[config.mk]
export PLATFORM = sky130hd
export DESIGN_NAME = simple_pmp_entry_match
export DESIGN_NICKNAME = d
export VERILOG_FILES = /design/src/rtl/simple_pmp_pkg.sv /design/src/rtl/simple_pmp_entry_match.sv
export SDC_FILE = /design/constraint.sdc
export NUM_CORES = 1
export LEC_CHECK = 0
export CAP_MARGIN = 20
export CORE_ASPECT_RATIO = 0.6
export CORE_MARGIN = 2
export CORE_UTILIZATION = 25
export DETAILED_ROUTE_END_ITERATION = 10
export REMOVE_ABC_BUFFERS = 1
export SETUP_SLACK_MARGIN = 0.02
export SYNTH_ARGS = -nofsm -noshare
export SYNTH_HDL_FRONTEND = slang
export SYNTH_SLANG_ARGS = --single-unit
[constraint.sdc]
create_clock -name vclk -period 2.2
set_input_delay 0.22 -clock vclk [all_inputs]
set_output_delay 0.22 -clock vclk [all_outputs]
set_load 0.01 [all_outputs]
[src/rtl/simple_pmp_pkg.sv]
// Shared constants and types for the sequential PMP checker: A-field encodings,
// cfg-byte bit positions, M-mode privilege encoding and the FSM state type.
package simple_pmp_pkg;

    localparam logic [1:0] PMP_OFF   = 2'd0;
    localparam logic [1:0] PMP_TOR   = 2'd1;
    localparam logic [1:0] PMP_NA4   = 2'd2;
    localparam logic [1:0] PMP_NAPOT = 2'd3;

    localparam int CFG_R    = 0;
    localparam int CFG_W    = 1;
    localparam int CFG_X    = 2;
    localparam int CFG_A_LO = 3;
    localparam int CFG_A_HI = 4;
    localparam int CFG_L    = 7;

    localparam logic [1:0] PRIV_M = 2'b11;

    typedef enum logic [1:0] {
        ST_IDLE = 2'd0,
        ST_SCAN = 2'd1,
        ST_RESP = 2'd2
    } pmp_state_e;

endpackage

[src/rtl/simple_pmp_entry_match.sv]
// Combinational evaluation of a single PMP entry: address match for the entry's
// A mode and whether the requested access bits are all granted by R/W/X.
module simple_pmp_entry_match
    import simple_pmp_pkg::*;
(
    input  logic [31:0] i_addr,
    input  logic [2:0]  i_access,
    input  logic [7:0]  i_cfg,
    input  logic [31:0] i_pmpaddr,
    input  logic [31:0] i_pmpaddr_prev,
    input  logic        i_is_entry0,
    output logic        o_match,
    output logic        o_perm_ok
);

    logic [1:0]  w_mode;
    logic [31:0] w_tor_lower;
    logic [31:0] w_napot_mask;
    logic [2:0]  w_perms;

    assign w_mode      = i_cfg[CFG_A_HI:CFG_A_LO];
    assign w_tor_lower = i_is_entry0 ? 32'd0 : i_pmpaddr_prev;
    assign w_perms     = {i_cfg[CFG_X], i_cfg[CFG_W], i_cfg[CFG_R]};

    // p ^ (p+1) sets the k trailing ones plus the first zero; all-ones p yields a zero mask.
    assign w_napot_mask = ~(i_pmpaddr ^ (i_pmpaddr + 32'd1));

    always_comb begin
        o_match = 1'b0;
        case (w_mode)
            PMP_TOR:   o_match = (i_addr >= w_tor_lower) && (i_addr < i_pmpaddr);
            PMP_NA4:   o_match = (i_addr == i_pmpaddr);
            PMP_NAPOT: o_match = ((i_addr ^ i_pmpaddr) & w_napot_mask) == 32'd0;
            default:   o_match = 1'b0;
        endcase
    end

    assign o_perm_ok = (i_access & w_perms) == i_access;

endmodule

After elaboration in Yosys (flattened, before gate mapping)
Index checks and enable logic that the tools add are counted.
{"block": "totals", "inputBits": 108, "reg_bits": 0, "wordCells": 17, "output_inout_bits": 2}
{"block": "classes", "mux": 2, "n_reduce_logical": 2, "bitwise_logic": 5, "magnitude_cmp": 2, "add_sub_neg": 1, "eq_ne": 5}
{"op": "bitwise XOR 32 bit", "count": 2}
{"op": "adder 32 x 1 -> 32 bit (second input constant)", "count": 1}
{"op": "AND 32 bit", "count": 1}
{"op": "== test 32 bit", "count": 1}
{"op": "greater-or-equal comparator 32 bit", "count": 1}
{"op": "zero test 32 bit", "count": 1}
{"op": "less-than comparator 32 bit", "count": 1}
{"op": "two-way mux 32 bit", "count": 1}
{"op": "NOT 32 bit", "count": 1}
{"op": "== test 2 bit (second input constant)", "count": 2}
{"op": "AND 3 bit", "count": 1}
{"op": "== test 3 bit", "count": 1}
{"op": "case mux 1 bit (3 select lines)", "count": 1}
{"op": "== test 2 x 1 -> 1 bit (second input constant)", "count": 1}
{"op": "logical AND 1 bit", "count": 1}

Logic depth before layout (Yosys ltp)
Gate-level depths: netlist (run 1).
{"block": "logic_depth", "word_depth": 6, "ltp_mapped": 10, "ltp_nobuf": 9}

Worst setup path before layout (run 1)
OpenSTA, ideal clock, no wires.
{"block": "synth_path", "kind": "input -> output", "startpoint": "input port i_pmpaddr[19]", "endpoint": "output port o_match", "n_path_buf": 0, "setup_slack_ns": 0.029, "path_stages": 9, "arrival_ns": 1.951, "cell_sequence": "inv_1 > ha_1 > and4_1 > or4b_1 > nor4_1 > a31oi_1 > a21oi_1 > o221ai_1 > nor3_2"}
{"block": "synth_between", "elab_chain_len": 6, "elab_cells_between_ends": 10, "cone_classes": "add/sub (1); order compare (1); eq/ne (1); mux (1); bitwise (4); reduce/logical (2)"}
{"element": "start: declaration", "line_no": "simple_pmp_entry_match.sv:9", "rtl": "input logic [31:0] i_pmpaddr,"}
{"element": "adder 32 x 1 -> 32 bit", "line_no": "simple_pmp_entry_match.sv:26", "rtl": "assign w_napot_mask = ~(i_pmpaddr ^ (i_pmpaddr + 32'd1));"}
{"element": "bitwise XOR 32 bit", "line_no": "simple_pmp_entry_match.sv:26"}
{"element": "NOT 32 bit", "line_no": "simple_pmp_entry_match.sv:26"}
{"element": "AND 32 bit", "line_no": "simple_pmp_entry_match.sv:33", "rtl": "PMP_NAPOT: o_match = ((i_addr ^ i_pmpaddr) & w_napot_mask) == 32'd0;"}
{"element": "zero test 32 bit", "line_no": "simple_pmp_entry_match.sv:33"}
{"element": "case mux 1 bit (3 select lines) (*)", "line_no": "simple_pmp_entry_match.sv:30", "rtl": "case (w_mode)"}
{"element": "end: declaration", "line_no": "simple_pmp_entry_match.sv:12", "rtl": "output logic o_match,"}
Every way passes the cells marked *; elsewhere a longest branch is shown, timed or not.

Final worst setup path (run 1)
{"block": "layout_path", "startpoint": "input port i_pmpaddr[14]", "endpoint": "output port o_match"}
Same word-level chain as after synthesis.

==> results.toml, run 1 <==
[outcome]
status = "complete, but fails checks"
violations = "setup timing"

[timing]
rsz0062_at_grt = "true"
post-route-min-period_ns = 2.57
tightestPinTransition_ns = 0.376
hold_viol = 0
fin_ws_ns = -0.374
relSlewSlack = 0.747
drv_slew = 0
finalSetupViolations = 1
fin_crit_sh = 1.17
max_freq_mhz = 389

[route]
drc = 0
vias_per_cell = 4.97
routed-via-count = 3054
ant_nets = 0
drt-initial-drc-count = 84
wl_per_cell_microns = 15.6
totalWireLength_microns = 9590
dr.pass1.iters = 4

[grt]
grt_max_degree = 9
grt.overflow.total = 0
grt_first_pass_wirelength_microns = 14600
antenna_found_initial = 0
grtUsageTotal = 0.186
grt_pass1_vias = 3066

[power]
ir_drop_v = 0.0000705
power_density_nw_per_um2 = 194
p_total_uw = 909
p_leak_nw = 2.25

[logic_synthesis]
synthTopCellsByArea = "ha_1, nand2b_1, a21oi_1"
synth_cell_type_count = 38
yosys.area.top_type = "ha_1"
yosys-top-cells-count = "ha_1, inv_1, a21oi_1"
yosysTopAreaCellShare = 0.376
syn_avg_cell_area_sq_um = 7.24
synth_most_common_cell = "ha_1"
ys_seq_area_frac = 0
syn_area_sq_um = 2160
syn_inst = 299
yosys_warnings = 0

[placed_design]
gp_congestion = 0.851
dpl.hpwl_microns = 7640
dp_cells = 591
io_buffers = 107

[die]
die_w_microns = 124
die_h_microns = 76.1
io_pins = 110
coreArea_sq_um = 8460
num_rows = 26
die-area_sq_um = 9440
start_util = 0.256

[cells_and_area]
seqCellArea_sq_um = 0
fin_cells = 615
drive_above_1_share = 0.431
postLayoutCoreUtil = 0.554
syn_to_final_growth_pct = 116
seq_cell_count = 0
n_antenna_cell = 0
finalNetCount = 678
nClkBuffers = 0

[worst_hold_path]
min_path_type = "in -> out"
hold_depth = 8
hp-start = "i_addr[23]"
holdPathEnd = "o_match"

[cts]
cts_hold_buf = 0

[setup_path]
critPathKind = "in -> out"
cp_max_fo = 2
cp.required_ns = 1.98
crit_arrival_ns = 2.35
crit_path_end_kind = "output port"
startpoint_type = "input port"

[job]
drv_cap = 0
-- timing repair --
item / in CTS / in global routing
buffers inserted: 15 / 8
pin swaps: 43 / 45
setup endpoints to repair: 1 / 1
resized for setup: 190 / 91
gates cloned: 1 / 0
-- critical path, cell delays in order --
cell and delay [ns]:
buf_2 0.11, inv_2 0.06, ha_4 0.25, nand2_1 0.07
buf_4 0.13, buf_4 0.12, buf_4 0.12, buf_4 0.12
buf_4 0.11, buf_4 0.12, o21ai_2 0.15, a21oi_2 0.09
o221ai_2 0.28, a21oi_2 0.10, o221ai_2 0.08, nor3_2 0.06
buf_2 0.14
-- stage by stage --
step                      area [sq um]  setup TNS [ns]  hold slack (ns)  setup slack, ns
after floorplan                   2150               0            0.517           0.0286
after global placement            3940           -1.27             1.41            -1.27
after detailed placement          3940           -1.29             1.42            -1.29
after CTS                         4300          -0.463             1.12           -0.463
after global routing              4680          -0.477             1.13           -0.477
final                             4680          -0.374             1.10           -0.374
-- routing by layer --
layer / routed length [microns] / global-route usage / vias up
met4: 43 / 0.00337 / 0
met1: 4730 / 0.279 / 1418
met5: 0 / 0 / -
li1: - / - / 1547
met3: 538 / 0.0135 / 4
met2: 4280 / 0.305 / 85
-- how the worst max path moves through the flow --
| stage | startpoint | end | slack [ns] | cells after the start |
|---|---|---|---|---|
| detailed placement | i_is_entry0 | o_match | -1.29 | 12 |
| finish | i_pmpaddr[14] | o_match | -0.37 | 17 |
| floorplan | i_pmpaddr[19] | o_match | 0.03 | 9 |
| global route | i_pmpaddr[2] | o_match | -0.48 | 10 |
| global placement | i_is_entry0 | o_match | -1.27 | 13 |
| CTS | i_addr[22] | o_match | -0.46 | 11 |
-- cell families (layout without fill, tap and decap cells) --
logic type                 after synthesis  count (layout)  share of synthesized area
and+or+nand+nor                        108             108                      0.305
AOI/OAI and AO/OA                       84              84                      0.245
adders and majority gates               65              65                      0.376
buffers and inverters                   41             245                     0.0711
xor gates and xnor gates                 1               1                    0.00405
-- power breakdown --
| group | switching (mW) | total [mW] | internal [mW] |
|---|---|---|---|
| Clock | 0 | 0 | 0 |
| Combinational | 0.392 | 0.909 | 0.517 |
| Sequential | 0 | 0 | 0 |
-- layout by cell type (no fill, tap or decap), types with 3 or more instances in the layout --
cell type        netlist  final
ha_1                  65     39
nor4_2                 2      4
o21ai_2                0      3
and4_4                 2      5
a41oi_1                6      3
dlymetal6s2s_1         0     17
buf_6                  0     14
nand4_1               13     13
nor3_2                 1      3
a21oi_2                0      7
clkdlybuf4s15_1        0      6
inv_1                 37     23
inv_2                  0     11
nor2_1                 9      8
dlygate4sd2_1          0      8
nand3_1                7      6
o21ai_0               11      5
inv_4                  0      3
a21o_1                 9      9
buf_8                  0      4
o21ai_1                0      3
a41oi_2                0      3
a31oi_1               10      8
and3_1                 6      4
buf_4                  0     98
ha_4                   0     26
nand2b_1              31     29
clkbuf_2               0      3
a21oi_1               33     26
clkdlybuf4s50_1        0     46
nand2_1               15     15
buf_2                  0     12
-- area by class of cell --
cell class	count	area (sq um)
Fill cell	776	3780
Tap cell	112	140
Multi-Input combinational cell	258	2560
Timing Repair Buffer	208	1830
Inverter	37	146
No activity file was read; power rests on OpenSTA's default activity.
==> run 2, diff against run 1 <==
--- a/config.mk
+++ b/config.mk
@@ -10,6 +10,8 @@
 export CORE_MARGIN = 2
 export CORE_UTILIZATION = 25
 export DETAILED_ROUTE_END_ITERATION = 10
+export MAX_ROUTING_LAYER = met4
+export PLACE_DENSITY = 0.56
 export REMOVE_ABC_BUFFERS = 1
 export SETUP_SLACK_MARGIN = 0.02
 export SYNTH_ARGS = -nofsm -noshare
==> run 2 against run 1 <==
Net effect: the flow still finishes with violations (setup timing); setup slack better by 0.0098 ns; die area unchanged; non-clock buffer count down 6; total power up 1.4%; core utilization up 0.77 points; fmax up 0.38%; via count down 1.8%; sequential share of layout area unchanged; design area up 1.4%; count of clock-buffer cells in the layout unchanged; wire length down 0.98%; largest power group unchanged.
==> results.toml, run 2 (synthesis results as in run 1) <==
[outcome]
status = "complete, but fails checks"
violations = "setup timing"

[power]
p_int_uw = 524
clkPwrFrac = 0
p_sw_frac = 0.432
power_density_nw_per_um2 = 194
p_leak_nw = 2.34
p_total_uw = 922
power_frac_comb = 1.000
power_switching_uw = 398
ir_drop_v = 0.0000866
seq_power_share = 0

[placed_design]
postPlaceCellArea_sq_um = 3960
io_buffers = 107
dp_cells = 592
dp_slack_ns = -1.36
gp_congestion = 0.835
dpl.hpwl_microns = 7340

[route]
drt-initial-drc-count = 89
drc = 0
totalWireLength_microns = 9500
ant_nets = 0
routed-via-count = 2999
wl_per_cell_microns = 15.6
vias_per_cell = 4.92
dr.pass1.iters = 4

[grt]
grt_pass1_vias = 3106
grt_max_degree = 14
grtUsageTotal = 0.192
grt_first_pass_wirelength_microns = 14600
antenna_found_initial = 0
grt.overflow.total = 0

[cells_and_area]
finalNetCount = 672
nClkBuffers = 0
seqCellArea_sq_um = 0
syn_to_final_growth_pct = 119
final_area_sq_um = 4750
final_common_cell = "buf_4"
final_cell_mix = "buf_4, ha_1, clkdlybuf4s50_1"
drive_above_1_share = 0.453
postLayoutCoreUtil = 0.561
seq_cell_count = 0
fin_cells = 610

[timing]
post-route-min-period_ns = 2.56
fin_crit_sh = 1.17
rsz0062_at_grt = "true"
max_freq_mhz = 390
hold_slack_ns = 1.09
relSlewSlack = 0.768
fin_setup_tns_ns = -0.364
hold_viol = 0
fin_ws_ns = -0.364
drv_slew = 0
tightestPinTransition_ns = 0.347
finalSetupViolations = 1

[worst_hold_path]
hold_depth = 8
min_path_type = "in -> out"

[die]
die-area_sq_um = 9440
coreArea_sq_um = 8460
die_h_microns = 76.1
io_pins = 110
num_rows = 26
start_util = 0.256
die_w_microns = 124

[setup_path]
endpoint = "o_match"
worstSetupStartpoint = "i_is_entry0"
crit_path_top_delay_cell = "nor3_2"
critPathKind = "in -> out"
cp.required_ns = 1.98
crit_family = "simple AND/OR/NAND/NOR gates"
cp_max_fo = 8
crit_buf_inv = 3
crit_path_end_kind = "output port"
crit_chain = "buf_6 > buf_12 > nand2b_1 > ha_4 > nand2_1 > o21ai_2 > a41oi_2 > nor3_2 > a21oi_2 > o31a_1 > nor3_2 > buf_2"
cp.depth = 12
timing.critical_path.mode_cell = "nor3_2"
crit_arrival_ns = 2.34
startpoint_type = "input port"
cp_slowest_stage_delay_ns = 0.34

[job]
drv_cap = 0
-- run 2: cell type report --
class	instances	area, sq um
well taps	112	140
multi-input cells	258	2660
repair buffers	202	1800
diodes	1	2.50
inverters	37	144
fillers	802	3710
-- run 2: routing by layer --
layer / vias to the layer above / part of all wire / global-route usage
met5: - / 0 / -
met4: 0 / 0.0065 / 0.0135
met3: 6 / 0.049 / 0.00823
met2: 79 / 0.44 / 0.292
met1: 1376 / 0.51 / 0.292
li1: 1538 / - / -
-- run 2: how the worst min path moves through the flow --
| stage | from | to | slack (ns) |
|---|---|---|---|
| floorplan | i_access[2] | o_perm_ok | 0.52 |
| global placement | i_cfg[2] | o_perm_ok | 1.41 |
| detailed placement | i_access[2] | o_perm_ok | 1.42 |
| CTS | i_addr[23] | o_match | 1.12 |
| global route | i_addr[23] | o_match | 1.12 |
| finish | i_addr[23] | o_match | 1.09 |
-- run 2: power by group through the flow --
stage	combinational, mW	sequential (mW)	clock [mW]
3_5_place_dp	0.743	0	0
3_3_place_gp	0.729	0	0
5_1_grt	1.01	0	0
6_report	0.922	0	0.00000000921
4_1_cts	0.821	0	0
2_1_floorplan	0.290	0	0
-- run 2: timing repair --
| item | in CTS | in global routing |
|---|---|---|
| hold buffers | 0 | 0 |
| pin swaps | 44 | 53 |
| resized for setup | 202 | 107 |
| buffers inserted | 13 | 2 |
| endpoints found under the setup margin | 1 | 1 |
| gates cloned | 1 | 1 |
